$ cat src/rtl/custom_buff_cnt_seq.sv
// custom_buff_cnt_seq
//   Upstream sequencer for the custom buffer-use decoder. A start request
//   sweeps the schedule counter cnt through 0..CNT_MAX. The decoder returns a
//   4-bit buff_use mask for each index, combinationally from cnt. Each
//   mask/index pair is then placed in a one-entry output register and handed
//   downstream with valid/ready. The counter only advances when that slot can
//   take a new entry, so backpressure stalls the sweep without losing data.
//
// Ports
//   clk          clock, all state changes on the rising edge
//   rst_n        synchronous active-low reset
//   start        begin a sweep (sampled only in IDLE)
//   abort        synchronous abort back to IDLE, discards any pending entry
//   buff_use_in  decoder mask for the current cnt
//   out_ready    downstream accepts the presented entry
//   cnt          schedule index driven to the decoder
//   out_valid    out_en/out_idx/out_last hold a valid entry
//   out_en       registered buffer-use mask
//   out_idx      cnt value that produced out_en
//   out_last     entry is the final index CNT_MAX
//   busy         sequencer is not idle
//   done         one-cycle pulse when a sweep completes
module custom_buff_cnt_seq #(
    parameter int CNT_W     = 5,
    parameter int CNT_MAX   = 25,
    parameter bit SKIP_ZERO = 1'b0
) (
    input  logic             clk,
    input  logic             rst_n,
    input  logic             start,
    input  logic             abort,
    input  logic [3:0]       buff_use_in,
    input  logic             out_ready,
    output logic [CNT_W-1:0] cnt,
    output logic             out_valid,
    output logic [3:0]       out_en,
    output logic [CNT_W-1:0] out_idx,
    output logic             out_last,
    output logic             busy,
    output logic             done
);

    typedef enum logic [1:0] {IDLE, RUN, DRAIN, DONE} state_e;

    localparam logic [CNT_W-1:0] LAST_IDX = CNT_W'(CNT_MAX);

    state_e           state_q;
    logic [CNT_W-1:0] cnt_q;
    logic [CNT_W-1:0] out_idx_q;
    logic [3:0]       out_en_q;
    logic             out_valid_q;
    logic             out_last_q;
    logic             busy_q;
    logic             done_q;

    logic at_last;
    logic accept;
    logic issue;
    logic drop;

    assign at_last = (cnt_q == LAST_IDX);
    assign accept  = out_valid_q && out_ready;
    // The slot can take a new entry when empty or when its entry leaves now.
    assign issue   = (state_q == RUN) && (!out_valid_q || out_ready);
    // Zero masks are dropped only when skipping is enabled. The final index is
    // always emitted, so downstream still sees out_last.
    assign drop    = SKIP_ZERO && (buff_use_in == 4'b0000) && !at_last;

    always_ff @(posedge clk) begin
        if (!rst_n) begin
            state_q     <= IDLE;
            cnt_q       <= '0;
            out_valid_q <= 1'b0;
            out_en_q    <= 4'b0000;
            out_idx_q   <= '0;
            out_last_q  <= 1'b0;
            busy_q      <= 1'b0;
            done_q      <= 1'b0;
        end else if (abort) begin
            state_q     <= IDLE;
            cnt_q       <= '0;
            out_valid_q <= 1'b0;
            busy_q      <= 1'b0;
            done_q      <= 1'b0;
        end else begin
            done_q <= 1'b0;
            case (state_q)
                IDLE: begin
                    cnt_q <= '0;
                    if (start) begin
                        state_q <= RUN;
                        busy_q  <= 1'b1;
                    end
                end
                RUN: begin
                    if (issue) begin
                        if (drop) begin
                            // The slot is empty or drains this cycle, so it ends up empty.
                            out_valid_q <= 1'b0;
                            cnt_q       <= cnt_q + CNT_W'(1);
                        end else begin
                            out_valid_q <= 1'b1;
                            out_en_q    <= buff_use_in;
                            out_idx_q   <= cnt_q;
                            out_last_q  <= at_last;
                            if (at_last) begin
                                state_q <= DRAIN;
                            end else begin
                                cnt_q <= cnt_q + CNT_W'(1);
                            end
                        end
                    end
                end
                DRAIN: begin
                    if (accept) begin
                        out_valid_q <= 1'b0;
                        state_q     <= DONE;
                        done_q      <= 1'b1;
                    end
                end
                DONE: begin
                    state_q <= IDLE;
                    cnt_q   <= '0;
                    busy_q  <= 1'b0;
                end
                default: begin
                    state_q <= IDLE;
                    cnt_q   <= '0;
                    busy_q  <= 1'b0;
                end
            endcase
        end
    end

    assign cnt       = cnt_q;
    assign out_valid = out_valid_q;
    assign out_en    = out_en_q;
    assign out_idx   = out_idx_q;
    assign out_last  = out_last_q;
    assign busy      = busy_q;
    assign done      = done_q;

endmodule
$ cat config.mk
export PLATFORM = sky130hd
export DESIGN_NAME = custom_buff_cnt_seq
export DESIGN_NICKNAME = d
export VERILOG_FILES = /design/src/rtl/custom_buff_cnt_seq.sv
export SDC_FILE = /design/constraint.sdc
export NUM_CORES = 1
export LEC_CHECK = 0
export CAP_MARGIN = 20
export CORE_MARGIN = 2
export CORE_UTILIZATION = 54
export DETAILED_ROUTE_END_ITERATION = 8
export DONT_BUFFER_PORTS = 1
export GPL_ROUTABILITY_DRIVEN = 0
export HOLD_SLACK_MARGIN = 0.08
export PLACE_DENSITY_LB_ADDON = 0.3
export SYNTH_ARGS = -nofsm -noshare
export SYNTH_HDL_FRONTEND = slang
export SYNTH_SLANG_ARGS = --single-unit
$ cat constraint.sdc
create_clock -name clk -period 1.4 [get_ports clk]
set_input_delay 0.28 -clock clk [delete_from_list [all_inputs] [get_ports clk]]
set_output_delay 0.28 -clock clk [all_outputs]
set_load 0.05 [all_outputs]
# [Yosys cells after proc, flatten, opt, wreduce, memory -nomap -nowiden]
# Cells that the tools add are included.
[word_totals] reg_bits=20 inputBits=9 out_inout_bits=18
[classes] addsub=1 eq_ne=9 muxes=14 n_bitwise=3 n_reduce_logical=16
[op_table] operator="$mux 5" n=2
[op_table] operator="$ne 2x2->1 const B" n=5
[op_table] operator="$pmux 5 s2" n=1
[op_table] operator="$reduce_and 3->1" n=3
[op_table] operator="$mux 2" n=4
[op_table] operator="$pmux 2 s4" n=1
[op_table] operator="$reduce_bool 2->1" n=3
[op_table] operator="$add 5x1->5 const B" n=1
[op_table] operator="$eq 5x5->1 const B" n=1
[op_table] operator="$eq 2x2->1 const B" n=2
[op_table] operator="$mux 1" n=4
[op_table] operator="$pmux 1 s2" n=2
[op_table] operator="$reduce_and 4->1" n=1
[op_table] operator="$reduce_or 2->1" n=2
[op_table] operator="$not 1->1" n=3
[op_table] operator="$reduce_or 3->1" n=1
[op_table] operator="$eq 2x1->1 const B" n=1
[op_table] operator="$logic_and 1x1->1" n=2
[op_table] operator="$logic_not 2->1" n=1
[op_table] operator="$reduce_and 2->1" n=1
[op_table] operator="$logic_not 1->1" n=1
[op_table] operator="$logic_or 1x1->1" n=1

# [Depth between registers and ports, before layout]
# Gate-level depths: netlist of run 1.
[depth] word_depth=5 ltp_mapped=8

# [Least setup slack after synthesis of run 1]
# No wires, ideal clock.
[synth_timing] kind="flip-flop to flip-flop" from="reg cnt_q[1] (netlist: cnt[1])" to="reg cnt_q[2] (netlist: cnt[2])" setup_time_ns=0.070 t_arrival_ns=1.697 setup_slack_ns=-0.367 stages_incl_launch_ff=7 n_path_buf=0 synth_period_minus_slack_ns=1.767 path_cell_list="dfxtp_1 -> inv_1 -> ha_1 -> nand4b_4 -> nand4_4 -> or3b_1 -> a21oi_1"
[synth_between] elab_chain_cells=4 elab_cells_between_ends=7 cone_classes="1 x add/sub; 2 x eq/ne; 3 x mux; 1 x reduce/logical"
[synth_rtl] element="start: declaration" line="48" text="logic [CNT_W-1:0] cnt_q;"
[synth_rtl] element="start signal: assignment" line="100" text="cnt_q <= cnt_q + CNT_W'(1);"
[synth_rtl] element="start signal: assignment" line="109" text="cnt_q <= cnt_q + CNT_W'(1);"
[synth_rtl] element="$add 5x1->5" line="109"
[synth_rtl] element="$mux 5" line="106" text="if (at_last) begin"
[synth_rtl] element="$mux 5" line="96" text="if (issue) begin"
[synth_rtl] element="$pmux 5 s2" line="87" text="case (state_q)"
# Several ways; a longest one is shown, not always the timed one. The select of a mux whose other input is x is not followed.
# A chain may end at the register's enable or synchronous reset.

# [Worst setup path in the final report of run 1]
[layout_timing] from="reg state_q[0]" to="reg cnt_q[4] (netlist: cnt[4])"
[layout_between] elab_chain_cells=4 elab_cells_between_ends=10 cone_classes="4 x eq/ne; 1 x mux; 5 x reduce/logical"
[layout_rtl] element="start: declaration" line="47" text="state_e state_q;"
[layout_rtl] element="start signal: assignment" line="71" text="state_q <= IDLE;"
[layout_rtl] element="start signal: assignment" line="80" text="state_q <= IDLE;"
[layout_rtl] element="start signal: assignment" line="91" text="state_q <= RUN;"
[layout_rtl] element="$eq 2x2->1, or another cell as far along" line="87"
[layout_rtl] element="$reduce_or 2->1 (no source line) or $logic_and 1x1->1 (tied branches)"
[layout_rtl] element="$reduce_bool 2->1 (no source line) or $ne 2x2->1 (tied branches)"
[layout_rtl] element="$reduce_and 3->1 (no source line)"
# Several ways; a longest one is shown, not always the timed one.

==> results.yml, run 1 <==
placed_design:
  dpl.hpwl_mm: 1.689
  post_dp_cell_area_mm2: 0.001210
  port_buffers: 0
grt:
  grt_pass1_vias: 907
  grt_overflow: 0
  track_usage_pct: 27.53
  grt_pass1_wl_mm: 4.360
  grt_max_degree: 13
  antenna_found_initial: 0
routing:
  wirelength_mm: 3.560
  num_vias: 1036
  drt_iter0_drc: 42
  routedWlPerCell_um: 21.32
  dr.pass1.iters: 4
  drc: 0
  ant_nets: 0
  via_per_inst: 6.204
logic_synthesis:
  synthXorXnorAreaFrac_pct: 0
  synth.area.mux_share_pct: 9.662
  synthCells: 108
  synth-simple-area-share_pct: 26.69
  syn_nets: 124
  synth_area_per_cell_um2: 9.593
  ys_seq_elements: 20
  synth_compound_area_share_pct: 11.47
  ys.warnings.count: 0
  synth_cell_types: 33
  synth-adder-area-share_pct: 8.454
  yosysTopAreaCell: "dfxtp_1"
  synth_top_family_by_area: "simple AND/OR/NAND/NOR gates"
  netlist_area_mm2: 0.001036
  synth_top_area_share_pct: 38.65
  synth_area_leaders: "dfxtp_1 (39%), mux2i_1 (9.7%), ha_1 (8.5%)"
  ys_seq_area_share_pct: 38.65
clock_network:
  htreeDepth: 1
  cts_root_buf: "clkbuf_4"
  clkLatencyLatePin_ns: 0.30
  cts.sinks: 20
  clockBufferDepth: 2
  cts_tree: "built"
  cts_buffers: 3
  path_clk_slew_ns: 0.12
outcome:
  violations: "setup timing"
  status: "complete, but fails checks"
min_path:
  hold_class: "in2reg"
  hold_depth: 1
critical_path:
  cp.arrival_ns: 1.77
  critical_path_class: "reg2reg"
  worstSetupStartpointType: "register"
  r2r_cells: 6
  critPathSlowestCell: "dfxtp_2"
  required_ns: 1.62
  path_max_fanout: 7
  critPathTopFamily: "simple AND/OR/NAND/NOR gates"
  slowest_delay_ns: 0.39
  crit_path_end_kind: "register"
  cp.depth: 6
  worst-path-buf-inv: 2
  cp_cell_sequence: "buf_12 -> ha_4 -> buf_6 -> nand4_1 -> or3_1 -> a31oi_1"
sta:
  drv_slew: 0
  layout_min_cycle_time_ns: 1.550
  fin_worst_skew_ns: 0.003494
  finalSetupTns_ns: -0.9531
  setup_viol: 17
  relSlewSlack_pct: 62.87
  final-hold-violation-count: 0
  clock.fmax_ghz: 0.6454
  worst_slack_ns: -0.1495
  rsz0062_at_grt: "true"
  min_period_over_period_pct: 110.7
  max_slew.worst_pin.slew_ns: 0.5561
cells_and_area:
  layout_common_cells: "buf_4 (27), dfxtp_1 (12), mux2i_1 (10), nor2b_1 (10), nand2_1 (7)"
  design_area_mm2: 0.001545
  final_util_pct: 87.59
  final_common_cell: "buf_4"
  drive_gt1_share_pct: 52.82
  antenna_cells: 0
  layout.nets: 159
  area_growth_pct: 49.15
floorplan:
  chipHeight_um: 47.80
  rows: 15
  coreArea_mm2: 0.001764
  dieArea_mm2: 0.002285
  io_pins: 27
  initial_core_util_pct: 58.72
  die_w_um: 47.80
power_and_ir_drop:
  p_sw_share_pct: 24.89
  power_leakage_nw: 0.6149
  p_seq_share_pct: 46.1
  power_mw: 1.304
  power.density_mw_per_mm2: 843.8
  clock_power_share_pct: 36.7
  pwr-share-comb_pct: 17.1
  p_switching_mw: 0.3246
  ir_drop_v: 0.0006309
  internal_power_mw: 0.9793
flow_run:
  maxCapViolCount: 0
-- what timing repair did --
| action | CTS | global route |
|---|---|---|
| pin swaps | 6 | 12 |
| endpoints found under the setup margin | 11 | 15 |
| gates resized for setup | 16 | 23 |
| hold buffers | 0 | 0 |
| buffers inserted | 8 | 5 |
-- worst register-to-register path, cell delays in order, from the launching register on --
cell	delay [ns]
dfxtp_2	0.39
buf_12	0.11
ha_4	0.13
buf_6	0.14
nand4_1	0.15
or3_1	0.36
a31oi_1	0.17
-- flip-flops by register name, summed over array words and instances (netlist names) --
register,count
out_last,1
state_q,2
out_en,4
busy,1
cnt,5
done,1
out_valid,1
out_idx,5
-- cell usage after synthesis --
library cell / number
dfxtp_1: 20
mux2i_1: 10
nor2b_1: 10
nand2_1: 8
ha_1: 7
nor2_1: 7
a21oi_1: 6
inv_1: 6
and2_1: 3
nand3_1: 3
a2bb2oi_1: 2
a31oi_1: 2
buf_4: 2
nand2b_1: 2
nand4_1: 2
a21boi_1: 1
a21o_1: 1
a22o_1: 1
a311oi_1: 1
a32oi_1: 1
and2b_1: 1
and3_1: 1
buf_6: 1
clkbuf_1: 1
nand2b_2: 1
nand4_4: 1
nand4b_4: 1
nor3_2: 1
o21ai_2: 1
o41ai_1: 1
or2_1: 1
or3_1: 1
or3b_1: 1
-- power groups by stage --
| stage | clock [mW] | combinational, mW | sequential [mW] |
|---|---|---|---|
| after floorplan | 0 | 0.0886 | 0.615 |
| after global placement | 0 | 0.122 | 0.611 |
| after detailed placement | 0 | 0.129 | 0.611 |
| after CTS | 0.472 | 0.173 | 0.600 |
| after global routing | 0.497 | 0.235 | 0.602 |
| final | 0.479 | 0.224 | 0.601 |
-- logic make-up (layout without fill, tap and decap cells) --
group / Yosys count / after routing
compound gates: 17 / 17
simple gates: 44 / 44
buf+inv: 10 / 44
mux: 10 / 10
flops: 20 / 20
fa+ha+maj: 7 / 7
-- layer usage --
metal,track usage [%],vias to the layer above,share of wire (%)
li1,-,442,-
met3,4.528,21,7.1
met2,46.13,70,50
met5,0,-,0
met1,37.27,503,38
met4,5.946,0,4.7
-- cell type report --
type                    count  area (um^2)
clock inverters             1        30.03
well taps                  25        31.28
multi-input cells          78        721.9
flip-flops and latches     20        415.4
clock buffers               3        22.52
repair buffers             34        299.0
inverters                   6        25.02
fillers                    94        219.0
-- stage by stage --
stage               setup WS [ns]  std cells  hold slack [ns]
floorplan                -0.06556        108           0.4219
global placement         -0.02379        150           0.4079
detailed placement        -0.1049        150           0.4217
CTS                      0.005604        162          0.09750
global route              -0.1591        167          0.08294
finish                    -0.1495        167          0.09755
-- final timing paths --
path         startpoint         to  slack, ns
max reg2reg  state_q[0]     cnt[4]      -0.15
max          state_q[0]     cnt[4]      -0.15
min reg2reg   out_valid       done       0.56
min               rst_n  out_en[0]        0.1
Note: power is estimated with default switching activity, not from simulation.
==> inputs of run 2 (changes only) <==
--- a/config.mk
+++ b/config.mk
@@ -5,6 +5,7 @@
 export SDC_FILE = /design/constraint.sdc
 export NUM_CORES = 1
 export LEC_CHECK = 0
+export ABC_AREA = 1
 export CAP_MARGIN = 20
 export CORE_MARGIN = 2
 export CORE_UTILIZATION = 54
==> run 2 against run 1 <==
The flow now finishes without violations. Hold slack worse by 0.0029 ns. Area after synthesis is 5.3% lower. Largest cell class unchanged. Highest routed layer unchanged. Critical path depth is 3 higher. Final area is 22% lower. Global-route usage is 6.7 points lower. Non-clock buffer count is 19 lower. Sequential share of layout area is 7.1 points higher. Routed wire length is 37% lower. Via count is 14% lower. Final cell count is 3.0% higher.
==> results.yml, run 2 <==
outcome:
  status: "complete, no violations"
placed_design:
  port_buffers: 0
  dpl.hpwl_mm: 1.580
  post-place-ws_ns: 0.01691
  numPlacedInstances: 167
sta:
  finalSetupTns_ns: 0
  relSlewSlack_pct: 65.00
  min_period_over_period_pct: 94.14
  worst_slack_ns: 0.08204
  final-hold-violation-count: 0
  clock.fmax_ghz: 0.7588
  max_slew.worst_pin.slew_ns: 0.5243
  layout_min_cycle_time_ns: 1.318
  drv_slew: 0
  fin_worst_skew_ns: 0.004006
  setup_viol: 0
logic_synthesis:
  yosysMostFrequentCell: "nand2_1"
  netlist_area_um2: 980.9
  synth_area_leaders: "dfxtp_1 (41%), nand2_1 (9.2%), ha_1 (8.9%)"
  synth_common_cells: "nand2_1 (24), nor2_1 (22), dfxtp_1 (20)"
  ys_async_sr_fraction_pct: 0
  synth_edf_count: 0
  ys.warnings.count: 0
  ys_seq_elements: 20
  ys_seq_area_share_pct: 40.82
  synth_top_area_share_pct: 40.82
  syn_nets: 146
  synthCells: 130
  yosysTopAreaCell: "dfxtp_1"
  synth_ff_type: "dfxtp_1"
  synth_area_per_cell_um2: 7.546
  synth_cell_types: 19
cells_and_area:
  drive_gt1_share_pct: 26.53
  antenna_cells: 0
  area_growth_pct: 22.32
  final_cells: 172
  final_common_cell: "nand2_1"
  layout.nets: 164
  layout_common_cells: "nand2_1 (23), nor2_1 (22), dfxtp_1 (16)"
floorplan:
  rows: 15
  chipHeight_um: 46.62
  coreArea_mm2: 0.001727
  io_pins: 27
  initial_core_util_pct: 56.81
  dieArea_mm2: 0.002173
  die_w_um: 46.62
clock_network:
  cts_buffers: 3
  cts_root_buf: "clkbuf_4"
  post_cts_buffers: 0
  cts_tree: "built"
  cts.sinks: 20
  path_clk_slew_ns: 0.12
  clkLatencyLatePin_ns: 0.31
  htreeDepth: 1
  clockBufferDepth: 2
power_and_ir_drop:
  power.density_mw_per_mm2: 1156
  ir_drop_v: 0.0007160
  power_leakage_nw: 0.5222
  power_mw: 1.387
grt:
  grt_pass1_wl_mm: 3.105
  grt_overflow: 0
  antenna_found_initial: 0
  track_usage_pct: 20.85
  grt_pass1_vias: 779
  grt_max_degree: 13
routing:
  ant_nets: 0
  num_vias: 895
  drt_iter0_drc: 16
  via_per_inst: 5.203
  routedWlPerCell_um: 12.95
  dr.pass1.iters: 5
  drc: 0
  wirelength_mm: 2.227
critical_path:
  crit_path_end_kind: "register"
  worstSetupStartpointType: "register"
  critical_path_class: "reg2reg"
  required_ns: 1.64
  path_max_fanout: 7
  cp.arrival_ns: 1.56
  r2r_slack_ns: 0.08
flow_run:
  maxCapViolCount: 0
min_path:
  hold_class: "in2reg"
run 2: changes by cell type after synthesis, sizes merged, moves of 8 or more:
cell and change:
mux2i -10, o21ai +11, nor2 +18, nor2b -10
a21oi +8, nand2 +21, inv +9
run 2: cell type report:
type,count,area [um^2]
clock buffers,3,22.52
clock inverters,1,30.03
fillers,156,526.8
inverters,15,56.30
multi-input cells,93,536.8
flip-flops and latches,20,407.9
well taps,25,31.28
repair buffers,15,115.1
run 2: critical path: stages, from the launching register on:
cell and delay [ns]:
dfxtp_2 0.38, inv_1 0.08, ha_1 0.19, nand2_1 0.06
inv_1 0.06, nand2_2 0.11, nand2_4 0.08, nand2_4 0.10
nand2_1 0.07, a21oi_2 0.11
run 2: timing repair:
action,in CTS,in global routing
resized for setup,1,7
hold buffers,1,0
setup endpoints to repair,1,9
cloned,0,0
endpoints found under the hold margin,1,0
run 2: routing by layer:
metal | part of all wire, % | up-vias | track usage [%]
met5 | 0 | - | 0
li1 | - | 444 | -
met3 | 5.4 | 4 | 7.059
met4 | 1.1 | 0 | 12.22
met2 | 50 | 29 | 33.61
met1 | 44 | 418 | 23.70
run 2: power breakdown:
part | internal [mW] | switching, mW | total (mW)
combinational | 0.0968 | 0.161 | 0.258
sequential | 0.594 | 0.0609 | 0.655
clock | 0.290 | 0.184 | 0.474
total | 0.981 | 0.407 | 1.39
run 2: worst paths after layout:
kind              startpoint    endpoint  cells after the start
hold reg to reg       cnt[3]  out_idx[3]                      2
setup / recovery      cnt[1]      cnt[1]                      9
setup reg to reg      cnt[1]      cnt[1]                      9
hold / removal         rst_n   out_en[0]                      2
run 2: cell families (layout without fill, tap and decap cells):
kind of cell / Yosys count / in the layout / synth area share [%]
and+or+nand+nor: 59 / 59 / 27.81
AOI/OAI and AO/OA: 27 / 27 / 15.18
DFF: 20 / 20 / 40.82
buffers and inverters: 17 / 34 / 7.271
adders and majority gates: 7 / 7 / 8.928
run 2: through the flow:
stage	cell area [um^2]	hold WS [ns]	utilization (%)
after floorplan	983.4	0.4149	-
after global placement	1105	0.3949	63.99
after detailed placement	1105	0.4008	63.99
after CTS	1169	0.08486	67.68
after global routing	1200	0.08910	69.49
final	1200	0.09469	69.49
